## src/rtl/msdap_serial_tx.sv

```systemverilog
// msdap_serial_tx: multi-channel MSB-first serial word source for the MSDAP core.
// Tracks the Rj / coefficient / data sections and stops after a bounded data run.
module msdap_serial_tx #(
    parameter int NCH         = 2,
    parameter int WIDTH       = 16,
    parameter int DIV         = 34,
    parameter int RJ_WORDS    = 16,
    parameter int COEFF_WORDS = 512,
    parameter int CNT_W       = 32
) (
    input  logic                   sClk,
    input  logic                   reset_n,
    input  logic                   start,
    input  logic [CNT_W-1:0]       data_count,
    input  logic [NCH*WIDTH-1:0]   word_data,
    input  logic                   word_valid,
    output logic                   word_ready,
    input  logic                   in_ready,
    output logic                   bit_tick,
    output logic                   frame,
    output logic [NCH-1:0]         ser_data,
    output logic [1:0]             section,
    output logic [CNT_W-1:0]       words_sent,
    output logic                   busy,
    output logic                   done
);
    localparam int BW = WIDTH > 1 ? $clog2(WIDTH) : 1;
    localparam int DW = $clog2(DIV);
    localparam logic [CNT_W-1:0] RJ_N = CNT_W'(RJ_WORDS);
    localparam logic [CNT_W-1:0] RC_N = CNT_W'(RJ_WORDS + COEFF_WORDS);

    typedef enum logic [1:0] {S_IDLE, S_WAIT, S_SHIFT, S_DONE} state_t;

    state_t           state_q, state_d;
    logic [DW-1:0]    div_q, div_d;
    logic [BW-1:0]    bit_q, bit_d;
    logic [WIDTH-1:0] sr_q [NCH];
    logic [WIDTH-1:0] sr_d [NCH];
    logic             frame_q, frame_d;
    logic [1:0]       sec_q, sec_d;
    logic [CNT_W-1:0] cnt_q, cnt_d, limit_q, limit_d, inc;
    logic             last, fin;

    assign busy       = state_q == S_WAIT || state_q == S_SHIFT;
    assign done       = state_q == S_DONE;
    assign bit_tick   = busy && div_q == DW'(DIV - 1);
    assign inc        = cnt_q + 1'b1;
    assign last       = state_q == S_SHIFT && bit_tick && bit_q == '0;
    assign fin        = last && limit_q != '0 && inc == RC_N + limit_q;
    assign word_ready = bit_tick && in_ready && word_valid && (state_q == S_WAIT || (last && !fin));
    assign section    = done ? 2'd3 : sec_q;
    assign frame      = frame_q;
    assign words_sent = cnt_q;

    for (genvar c = 0; c < NCH; c++) begin : g_ser
        assign ser_data[c] = state_q == S_SHIFT && sr_q[c][WIDTH-1];
    end

    always_comb begin
        state_d = state_q;
        div_d   = busy ? (bit_tick ? '0 : div_q + 1'b1) : div_q;
        bit_d   = bit_q;
        sr_d    = sr_q;
        frame_d = bit_tick ? 1'b0 : frame_q;
        sec_d   = sec_q;
        cnt_d   = cnt_q;
        limit_d = limit_q;
        if ((state_q == S_IDLE || done) && start) begin
            state_d = S_WAIT;
            div_d   = '0;
            cnt_d   = '0;
            sec_d   = 2'd0;
            limit_d = data_count;
        end
        if (state_q == S_SHIFT && bit_tick && !last) begin
            for (int c = 0; c < NCH; c++) sr_d[c] = sr_q[c] << 1;
            bit_d = bit_q - 1'b1;
        end
        if (last) begin
            cnt_d   = inc;
            // once past the coefficients stay in DATA, even when the counter wraps
            sec_d   = (sec_q == 2'd2 || inc >= RC_N) ? 2'd2 : (inc >= RJ_N ? 2'd1 : 2'd0);
            state_d = fin ? S_DONE : S_WAIT;
        end
        if (word_ready) begin
            for (int c = 0; c < NCH; c++) sr_d[c] = word_data[c*WIDTH +: WIDTH];
            frame_d = 1'b1;
            bit_d   = BW'(WIDTH - 1);
            state_d = S_SHIFT;
        end
    end

    always_ff @(posedge sClk or negedge reset_n) begin
        if (!reset_n) begin
            state_q <= S_IDLE;
            div_q   <= '0;
            bit_q   <= '0;
            for (int c = 0; c < NCH; c++) sr_q[c] <= '0;
            frame_q <= 1'b0;
            sec_q   <= 2'd0;
            cnt_q   <= '0;
            limit_q <= '0;
        end else begin
            state_q <= state_d;
            div_q   <= div_d;
            bit_q   <= bit_d;
            sr_q    <= sr_d;
            frame_q <= frame_d;
            sec_q   <= sec_d;
            cnt_q   <= cnt_d;
            limit_q <= limit_d;
        end
    end
endmodule

```

## config.mk

```make
export PLATFORM = sky130hd
export DESIGN_NAME = msdap_serial_tx
export DESIGN_NICKNAME = d
export VERILOG_FILES = /design/src/rtl/msdap_serial_tx.sv
export SDC_FILE = /design/constraint.sdc
export NUM_CORES = 1
export LEC_CHECK = 0
export ABC_AREA = 0
export CORE_MARGIN = 5
export CORE_UTILIZATION = 40
export DETAILED_ROUTE_END_ITERATION = 8
export SLEW_MARGIN = 20
export SYNTH_ARGS = -nofsm -noshare
export SYNTH_HDL_FRONTEND = slang
export SYNTH_SLANG_ARGS = --single-unit
```

## constraint.sdc

```tcl
create_clock -name sClk -period 4.9 [get_ports sClk]
set_input_delay 0.49 -clock sClk [delete_from_list [all_inputs] [get_ports sClk]]
set_output_delay 0.49 -clock sClk [all_outputs]
set_load 0.02 [all_outputs]
```

==> results of run 1 <==
==> critical path: stages, from the launching register on <==
cell	delay [ns]
sky130_fd_sc_hd__dfrtp_1	0.59
sky130_fd_sc_hd__nand3_1	0.19
sky130_fd_sc_hd__buf_4	0.20
sky130_fd_sc_hd__nor4_4	0.55
sky130_fd_sc_hd__a21oi_1	0.20
sky130_fd_sc_hd__nor4_1	0.42
sky130_fd_sc_hd__o211ai_1	0.12
sky130_fd_sc_hd__or3b_1	0.44
sky130_fd_sc_hd__or4bb_1	0.81
sky130_fd_sc_hd__buf_4	0.35
sky130_fd_sc_hd__nor4b_1	0.35
sky130_fd_sc_hd__nor3_1	0.12
==> state kept, by name (all words and copies together), names as in the netlist <==
name,count
bit_q,4
div_q,6
frame,1
limit_q,32
sec_q,2
sr_q,32
state_q,2
words_sent,32
==> power groups by stage <==
stage               combinational, uW  sequential [uW]  clock [uW]
CTS                              2460             1740         782
global route                     2680             1810         819
global placement                 2440             1750           0
floorplan                        1780             1610           0
finish                           2460             1750         754
detailed placement               2460             1760           0
==> stage by stage <==
stage	hold WS, ns	instance area [um2]	setup WS, ns	cells	util, %
finish	0.200	9910	0.398	1275	48.8
detailed placement	0.491	9590	0.441	1259	47.2
global route	0.270	9910	0.175	1275	48.8
global placement	0.488	9590	0.527	1259	47.2
CTS	0.245	9890	0.0402	1275	48.7
floorplan	0.194	8270	1.05	936	-
==> routing by layer <==
layer | vias up | global-route usage (%) | part of all wire (%)
li1 | 3613 | - | -
met1 | 3616 | 29.0 | 46
met2 | 236 | 31.6 | 46
met3 | 31 | 3.49 | 5.8
met4 | 0 | 5.55 | 2.3
met5 | - | 0 | 0
==> Yosys cell counts, types with 3 or more instances <==
master	number	area, um2
sky130_fd_sc_hd__nand3b_1	30	225
sky130_fd_sc_hd__and2_1	6	37.5
sky130_fd_sc_hd__buf_2	17	85.1
sky130_fd_sc_hd__nor4b_1	37	324
sky130_fd_sc_hd__nor2_1	44	165
sky130_fd_sc_hd__o31ai_1	15	113
sky130_fd_sc_hd__xor2_1	29	254
sky130_fd_sc_hd__o21ai_0	83	415
sky130_fd_sc_hd__buf_4	3	22.5
sky130_fd_sc_hd__mux2i_1	31	310
sky130_fd_sc_hd__a31oi_1	5	31.3
sky130_fd_sc_hd__nor2b_1	5	31.3
sky130_fd_sc_hd__xnor2_1	43	377
sky130_fd_sc_hd__nand3_1	43	215
sky130_fd_sc_hd__or4_1	9	67.6
sky130_fd_sc_hd__mux2_2	32	360
sky130_fd_sc_hd__ha_1	11	138
sky130_fd_sc_hd__nor4_4	3	63.8
sky130_fd_sc_hd__inv_1	16	60.1
sky130_fd_sc_hd__nand2b_1	5	31.3
sky130_fd_sc_hd__clkbuf_1	54	203
sky130_fd_sc_hd__nand2_1	83	312
sky130_fd_sc_hd__a21oi_1	19	95.1
sky130_fd_sc_hd__and3_1	14	87.6
sky130_fd_sc_hd__a2111oi_0	30	263
sky130_fd_sc_hd__dfrtp_1	111	2780
sky130_fd_sc_hd__nor4_1	18	113
sky130_fd_sc_hd__xnor3_1	7	158
sky130_fd_sc_hd__buf_1	7	26.3
sky130_fd_sc_hd__nand4_1	27	169
sky130_fd_sc_hd__and4_1	5	43.8
sky130_fd_sc_hd__nor3_1	40	200
sky130_fd_sc_hd__o211ai_1	8	60.1
sky130_fd_sc_hd__or2_2	3	18.8
==> how the worst min path moves through the flow <==
| stage | start | end | cells after the start |
|---|---|---|---|
| after detailed placement | div_q[4]$_DFFE_PN0P_ | div_q[4]$_DFFE_PN0P_ | 1 |
| after global placement | div_q[4]$_DFFE_PN0P_ | div_q[4]$_DFFE_PN0P_ | 1 |
| after floorplan | reset_n | bit_q[0]$_DFFE_PN0P_ | 0 |
| after CTS | reset_n | sr_q[30]$_DFFE_PN0P_ | 1 |
| final | reset_n | sr_q[30]$_DFFE_PN0P_ | 1 |
| after global routing | reset_n | sr_q[30]$_DFFE_PN0P_ | 1 |
==> layout make-up <==
cell class | instances | share of cell area, %
multi-input combinational | 727 | 51.9
sequential | 111 | 28.0
timing repair buffer | 135 | 13.0
tap | 270 | 3.41
clock buffer | 12 | 2.69
inverter | 16 | 0.606
clock inverter | 4 | 0.341
==> kinds of logic after synthesis <==
logic type      after synthesis  synth area share (%)
compound gates              181                  13.9
mux                          63                  8.11
xor+xnor                     80                  9.73
flops                       111                  33.6
buf+inv                      98                  4.93
simple gates                392                  28.1
fa+ha+maj                    11                  1.66
==> timing repair <==
item / in CTS / in global routing
resized for setup: 0 / 7
setup endpoints to repair: 0 / 1
endpoints found under the hold margin: 0 / 0
==> run_results.csv, run 1 <==
group,metric,value,unit
worst_setup_path,crit-reg2reg-launch,"words_sent[4]$_DFFE_PN0P_",
timing,fin_worst_skew,0.0101,ns
finish,layout-area-overhead-vs-synth,19.9,%
place,dpl.hpwl,16900,um
drt,remaining_antenna_violation_count,0,
synthesis,synth.avg_cell_area,8.83,um2
timing,layout_worst_path_cycle_share,91.9,%
drt,first_iter_violations,498,
global_route,grt_first_pass_wirelength,39100,um
worst_setup_path,classification_of_the_worst_setup_path,"reg -> reg",
cts,worst_skew_pair.late_latency,0.36,ns
worst_setup_path,ff2ff_setup_slack,0.40,ns
worst_setup_path,worstSetupStartpoint,"words_sent[4]$_DFFE_PN0P_",
synthesis,postSynth.topFlopCell,"sky130_fd_sc_hd__dfrtp_1",
timing,max-slew-margin-rel,28.4,%
timing,rsz0062_at_grt,"no",
worst_setup_path,reg2reg_depth,11,
synthesis,synth_nets,1016,
synthesis,synth_cell_types,66,
pwr,pwr_density_cell,500,nW/um2
finish,n_antenna_cell,0,
finish,leading_cell_type_in_the_layout_fill_and_taps_excluded,"sky130_fd_sc_hd__dfrtp_1",
global_route,global_route.overflow_total,0,
worst_setup_path,required,5.13,ns
timing,max_slew.worst_pin.slew,1.07,ns
cts,cts_num_sinks,111,
worst_setup_path,setup.worst_path.end_class,"flop",
finish,final_cell_mix,"sky130_fd_sc_hd__dfrtp_1 (109), sky130_fd_sc_hd__clkdlybuf4s50_1 (107), sky130_fd_sc_hd__o21ai_0 (83)",
pwr,power_total,4960,uW
global_route,grt_antenna_before_repair,0,
floorplan,dieWidth,154,um
min_path,worst_hold_path_type,"in -> async",
finish,finalNetCount,1080,
timing,setup_violations,0,
pwr,irDropWorstVdd,263,uV
timing,timing_max_transition_violations_final,0,
floorplan,coreArea,20300,um2
drt,routed_via_density,5.88,
synthesis,synth-warning-count,0,
cts,cts_setup_buffers,0,
synthesis,number_of_enable_type_register_cells_in_the_synthesized_netlist,0,
cts,clk_root_buffer_cell,"sky130_fd_sc_hd__clkbuf_16",
status,outcome,"completed",
flow_run,cap_viol_max_count,0,
floorplan,die_height,154,um
pwr,netSwitchingPower,2190,uW
floorplan,io-pin-count,110,
finish,layout.area.seq,2780,um2
cts,ctsHoldBuffers,0,
pwr,intPower,2770,uW
timing,layout_min_cycle_time,4.50,ns
cts,cts_tree,"done",
cts,number_of_buffers_added_by_the_clock_tree_synthesis_step,9,
place,io_buffers,109,
cts,cts_max_level,3,
worst_setup_path,crit_end,"sr_q[31]$_DFFE_PN0P_",
synthesis,ys_async_sr_fraction,100,%
place,place.gp.congestion,0.846,
timing,report.final.hold_viol_count,0,
timing,fmax_achieved,0.222,GHz
drt,drtPass1Iterations,5,
floorplan,fp.dieArea,23600,um2
pwr,p_seq_share,35.2,%
drt,route.detailed.wl_per_inst,19.2,um
synthesis,synth_area,8270,um2
global_route,first_global_vias,6963,
pwr,power_switching_share,44.1,%
cts,max-clock-path-buffers,2,
global_route,maximum_number_of_pins_on_one_net_before_global_route_repair,80,
synthesis,ys_seq_elements,111,
pwr,power.clock.fraction,15.2,%
finish,final_layout_size_suffix_gt1_share,10.2,%
finish,layout.filler_cells,1958,
cts,clk_pin_slew,0.08,ns
floorplan,initial_utilization,40.7,%
worst_setup_path,data_arrival_time_of_the_worst_path,4.73,ns
timing,totalNegativeSetupSlack,0,ns
drt,dr_total_vias,7496,
worst_setup_path,critical_path_peak_fanout,21,
drt,routed_wirelength,24500,um
synthesis,syn_inst,936,
floorplan,fp-row-count,52,
global_route,gr-usage-all-layers,20.2,%
finish,area_of_the_multi_input_gates,5150,um2
drt,post-route-drc-count,0,
worst_setup_path,critical_r2r_capture,"sr_q[31]$_DFFE_PN0P_",
pwr,power.static_leakage,0.00370,uW
worst_setup_path,cp-start-kind,"flop",
synthesis,synth-seq-area-share,33.6,%
pwr,fraction_of_power_consumed_by_combinational_cells,49.6,%
No activity file was read; power rests on OpenSTA's default activity.
==> run 2: changes to the inputs <==
--- a/config.mk
+++ b/config.mk
@@ -7,8 +7,9 @@
 export LEC_CHECK = 0
 export ABC_AREA = 0
 export CORE_MARGIN = 5
-export CORE_UTILIZATION = 40
+export CORE_UTILIZATION = 53
 export DETAILED_ROUTE_END_ITERATION = 8
+export PLACE_DENSITY = 0.77
 export SLEW_MARGIN = 20
 export SYNTH_ARGS = -nofsm -noshare
 export SYNTH_HDL_FRONTEND = slang
==> run_results.csv, run 2 (synthesis gave the netlist of run 1 again) <==
group,metric,value,unit
status,outcome,"completed",
finish,layout.filler_cells,1306,
timing,fin_worst_skew,0.0101,ns
pwr,irDropWorstVdd,395,uV
timing,max_slew.worst_pin.slew,0.999,ns
worst_setup_path,critical_path_peak_fanout,12,
worst_setup_path,required,4.41,ns
flow_run,cap_viol_max_count,0,
min_path,worst_hold_path_type,"in -> async",
timing,layout_worst_path_cycle_share,94.7,%
timing,totalNegativeSetupSlack,0,ns
global_route,grt_first_pass_wirelength,37300,um
finish,layout-area-overhead-vs-synth,18.3,%
timing,fmax_achieved,0.216,GHz
drt,first_iter_violations,696,
timing,layout_min_cycle_time,4.64,ns
worst_setup_path,classification_of_the_worst_setup_path,"reg -> out",
drt,routed_wirelength,22700,um
drt,routed_via_density,6.23,
cts,number_of_buffers_added_by_the_clock_tree_synthesis_step,9,
timing,postLayoutSetupSlackWorst,0.261,ns
drt,drtPass1Iterations,5,
worst_setup_path,cp-start-kind,"flop",
drt,remaining_antenna_violation_count,0,
floorplan,coreArea,15300,um2
cts,clk_pin_slew,0.07,ns
pwr,power.static_leakage,0.00363,uW
global_route,global_route.overflow_total,0,
cts,cts_tree,"done",
drt,post-route-drc-count,0,
place,place_worst_setup_slack,0.498,ns
finish,layout.area.seq,2780,um2
place,dpl.hpwl,15700,um
cts,cts_setup_buffers,0,
worst_setup_path,data_arrival_time_of_the_worst_path,4.15,ns
timing,setup_violations,0,
cts,worst_skew_pair.late_latency,0.37,ns
drt,route.detailed.wl_per_inst,18.8,um
cts,cts_num_sinks,111,
timing,report.final.hold_viol_count,0,
cts,cts_max_level,3,
cts,max-clock-path-buffers,2,
floorplan,dieWidth,135,um
floorplan,fp-row-count,45,
global_route,maximum_number_of_pins_on_one_net_before_global_route_repair,80,
finish,area_of_the_multi_input_gates,5140,um2
floorplan,io-pin-count,110,
global_route,first_global_vias,7194,
timing,max-slew-margin-rel,33.4,%
pwr,pwr_density_cell,497,nW/um2
worst_setup_path,setup.worst_path.end_class,"primary output",
global_route,grt_antenna_before_repair,0,
timing,rsz0062_at_grt,"no",
floorplan,initial_utilization,54.2,%
place,place.gp.congestion,0.966,
cts,ctsHoldBuffers,0,
place,io_buffers,109,
floorplan,fp.dieArea,18200,um2
timing,timing_max_transition_violations_final,0,
cts,clk_root_buffer_cell,"sky130_fd_sc_hd__clkbuf_16",
finish,leading_cell_type_in_the_layout_fill_and_taps_excluded,"sky130_fd_sc_hd__dfrtp_1",
finish,n_antenna_cell,0,
finish,finalNetCount,1076,
finish,final_layout_size_suffix_gt1_share,9.50,%
drt,dr_total_vias,7548,
finish,final_cell_mix,"sky130_fd_sc_hd__dfrtp_1 (110), sky130_fd_sc_hd__clkdlybuf4s50_1 (108), sky130_fd_sc_hd__o21ai_0 (83)",
floorplan,die_height,135,um
global_route,gr-usage-all-layers,25.2,%
run 2: changes by cell type in the layout (fill, tap and decap cells not counted), sizes merged:
cell	delta
buf	-4
clkbuf	-1
clkdlybuf4s50	+1
clkinv	+1
dlymetal6s2s	-1
inv	-1
run 2: path summary, 6_finish.rpt:
check / end / slack, ns / from / cells after the start
max in group asynchronous: sr_q[16]$_DFFE_PN0P_ / 3.76 / reset_n / 3
min reg2reg: div_q[4]$_DFFE_PN0P_ / 0.50 / div_q[4]$_DFFE_PN0P_ / 1
max reg2reg: sr_q[0]$_DFFE_PN0P_ / 0.57 / words_sent[4]$_DFFE_PN0P_ / 10
min in group sClk: div_q[4]$_DFFE_PN0P_ / 0.50 / div_q[4]$_DFFE_PN0P_ / 1
max: word_ready / 0.26 / words_sent[4]$_DFFE_PN0P_ / 11
min: div_q[0]$_DFFE_PN0P_ / 0.004 / reset_n / 1
run 2: final cells by class:
| cell class | instances | area share, % |
|---|---|---|
| timing repair buffer | 131 | 13.0 |
| multi-input combinational | 727 | 52.6 |
| sequential | 111 | 28.4 |
| tap | 211 | 2.70 |
| clock inverter | 4 | 0.307 |
| clock buffer | 11 | 2.38 |
| inverter | 16 | 0.614 |
run 2: repair_timing:
action / 4_1_cts / 5_1_grt
endpoints found under the hold margin: 0 / 0
endpoints found under the setup margin: 0 / 1
gates resized for setup: 0 / 5
run 2: worst max-delay path, stage by stage, from the launching register on:
cell	delay (ns)
sky130_fd_sc_hd__dfrtp_1	0.58
sky130_fd_sc_hd__nand3_1	0.27
sky130_fd_sc_hd__or4_1	0.65
sky130_fd_sc_hd__buf_4	0.20
sky130_fd_sc_hd__o31a_1	0.33
sky130_fd_sc_hd__o211ai_1	0.25
sky130_fd_sc_hd__o2111ai_1	0.15
sky130_fd_sc_hd__nor4_1	0.19
sky130_fd_sc_hd__nand4_1	0.23
sky130_fd_sc_hd__a21oi_1	0.29
sky130_fd_sc_hd__nor2_1	0.08
sky130_fd_sc_hd__clkdlybuf4s50_1	0.56
run 2: layer usage:
layer  global-route usage [%]  up-vias  wire (um)
li1                         -     3615          -
met1                     34.5     3603       9940
met2                     40.7      297      10800
met3                     4.17       33       1510
met4                     8.48        0        446
met5                        0        -          0
run 2: power breakdown:
| group | leakage [uW] | switching [uW] | internal [uW] |
|---|---|---|---|
| registers | 0.00128 | 499 | 1240 |
| logic | 0.00222 | 1300 | 1130 |
| clock network | 0.000126 | 344 | 346 |
run 2: through the flow:
| stage | hold slack [ns] | total power, uW | area [um2] | utilization [%] | instances |
|---|---|---|---|---|---|
| 6_report | 0.00372 | 4860 | 9780 | 64.1 | 1211 |
| 4_1_cts | 0.312 | 4860 | 9730 | 63.8 | 1210 |
| 5_1_grt | 0.00905 | 5200 | 9780 | 64.1 | 1211 |
| 3_5_place_dp | 0.491 | 4150 | 9470 | 62.1 | 1195 |
| 2_1_floorplan | 0.194 | 3380 | 8270 | - | 936 |
| 3_3_place_gp | 0.486 | 4100 | 9470 | 62.1 | 1195 |
==> run 3: changes to the inputs <==
--- a/config.mk
+++ b/config.mk
@@ -6,6 +6,7 @@
 export NUM_CORES = 1
 export LEC_CHECK = 0
 export ABC_AREA = 0
+export ABC_CLOCK_PERIOD_IN_PS = 4900
 export CORE_MARGIN = 5
 export CORE_UTILIZATION = 53
 export DETAILED_ROUTE_END_ITERATION = 8
==> results of run 3 <==
Final layout, timing and power as in run 2 (identical DEF).
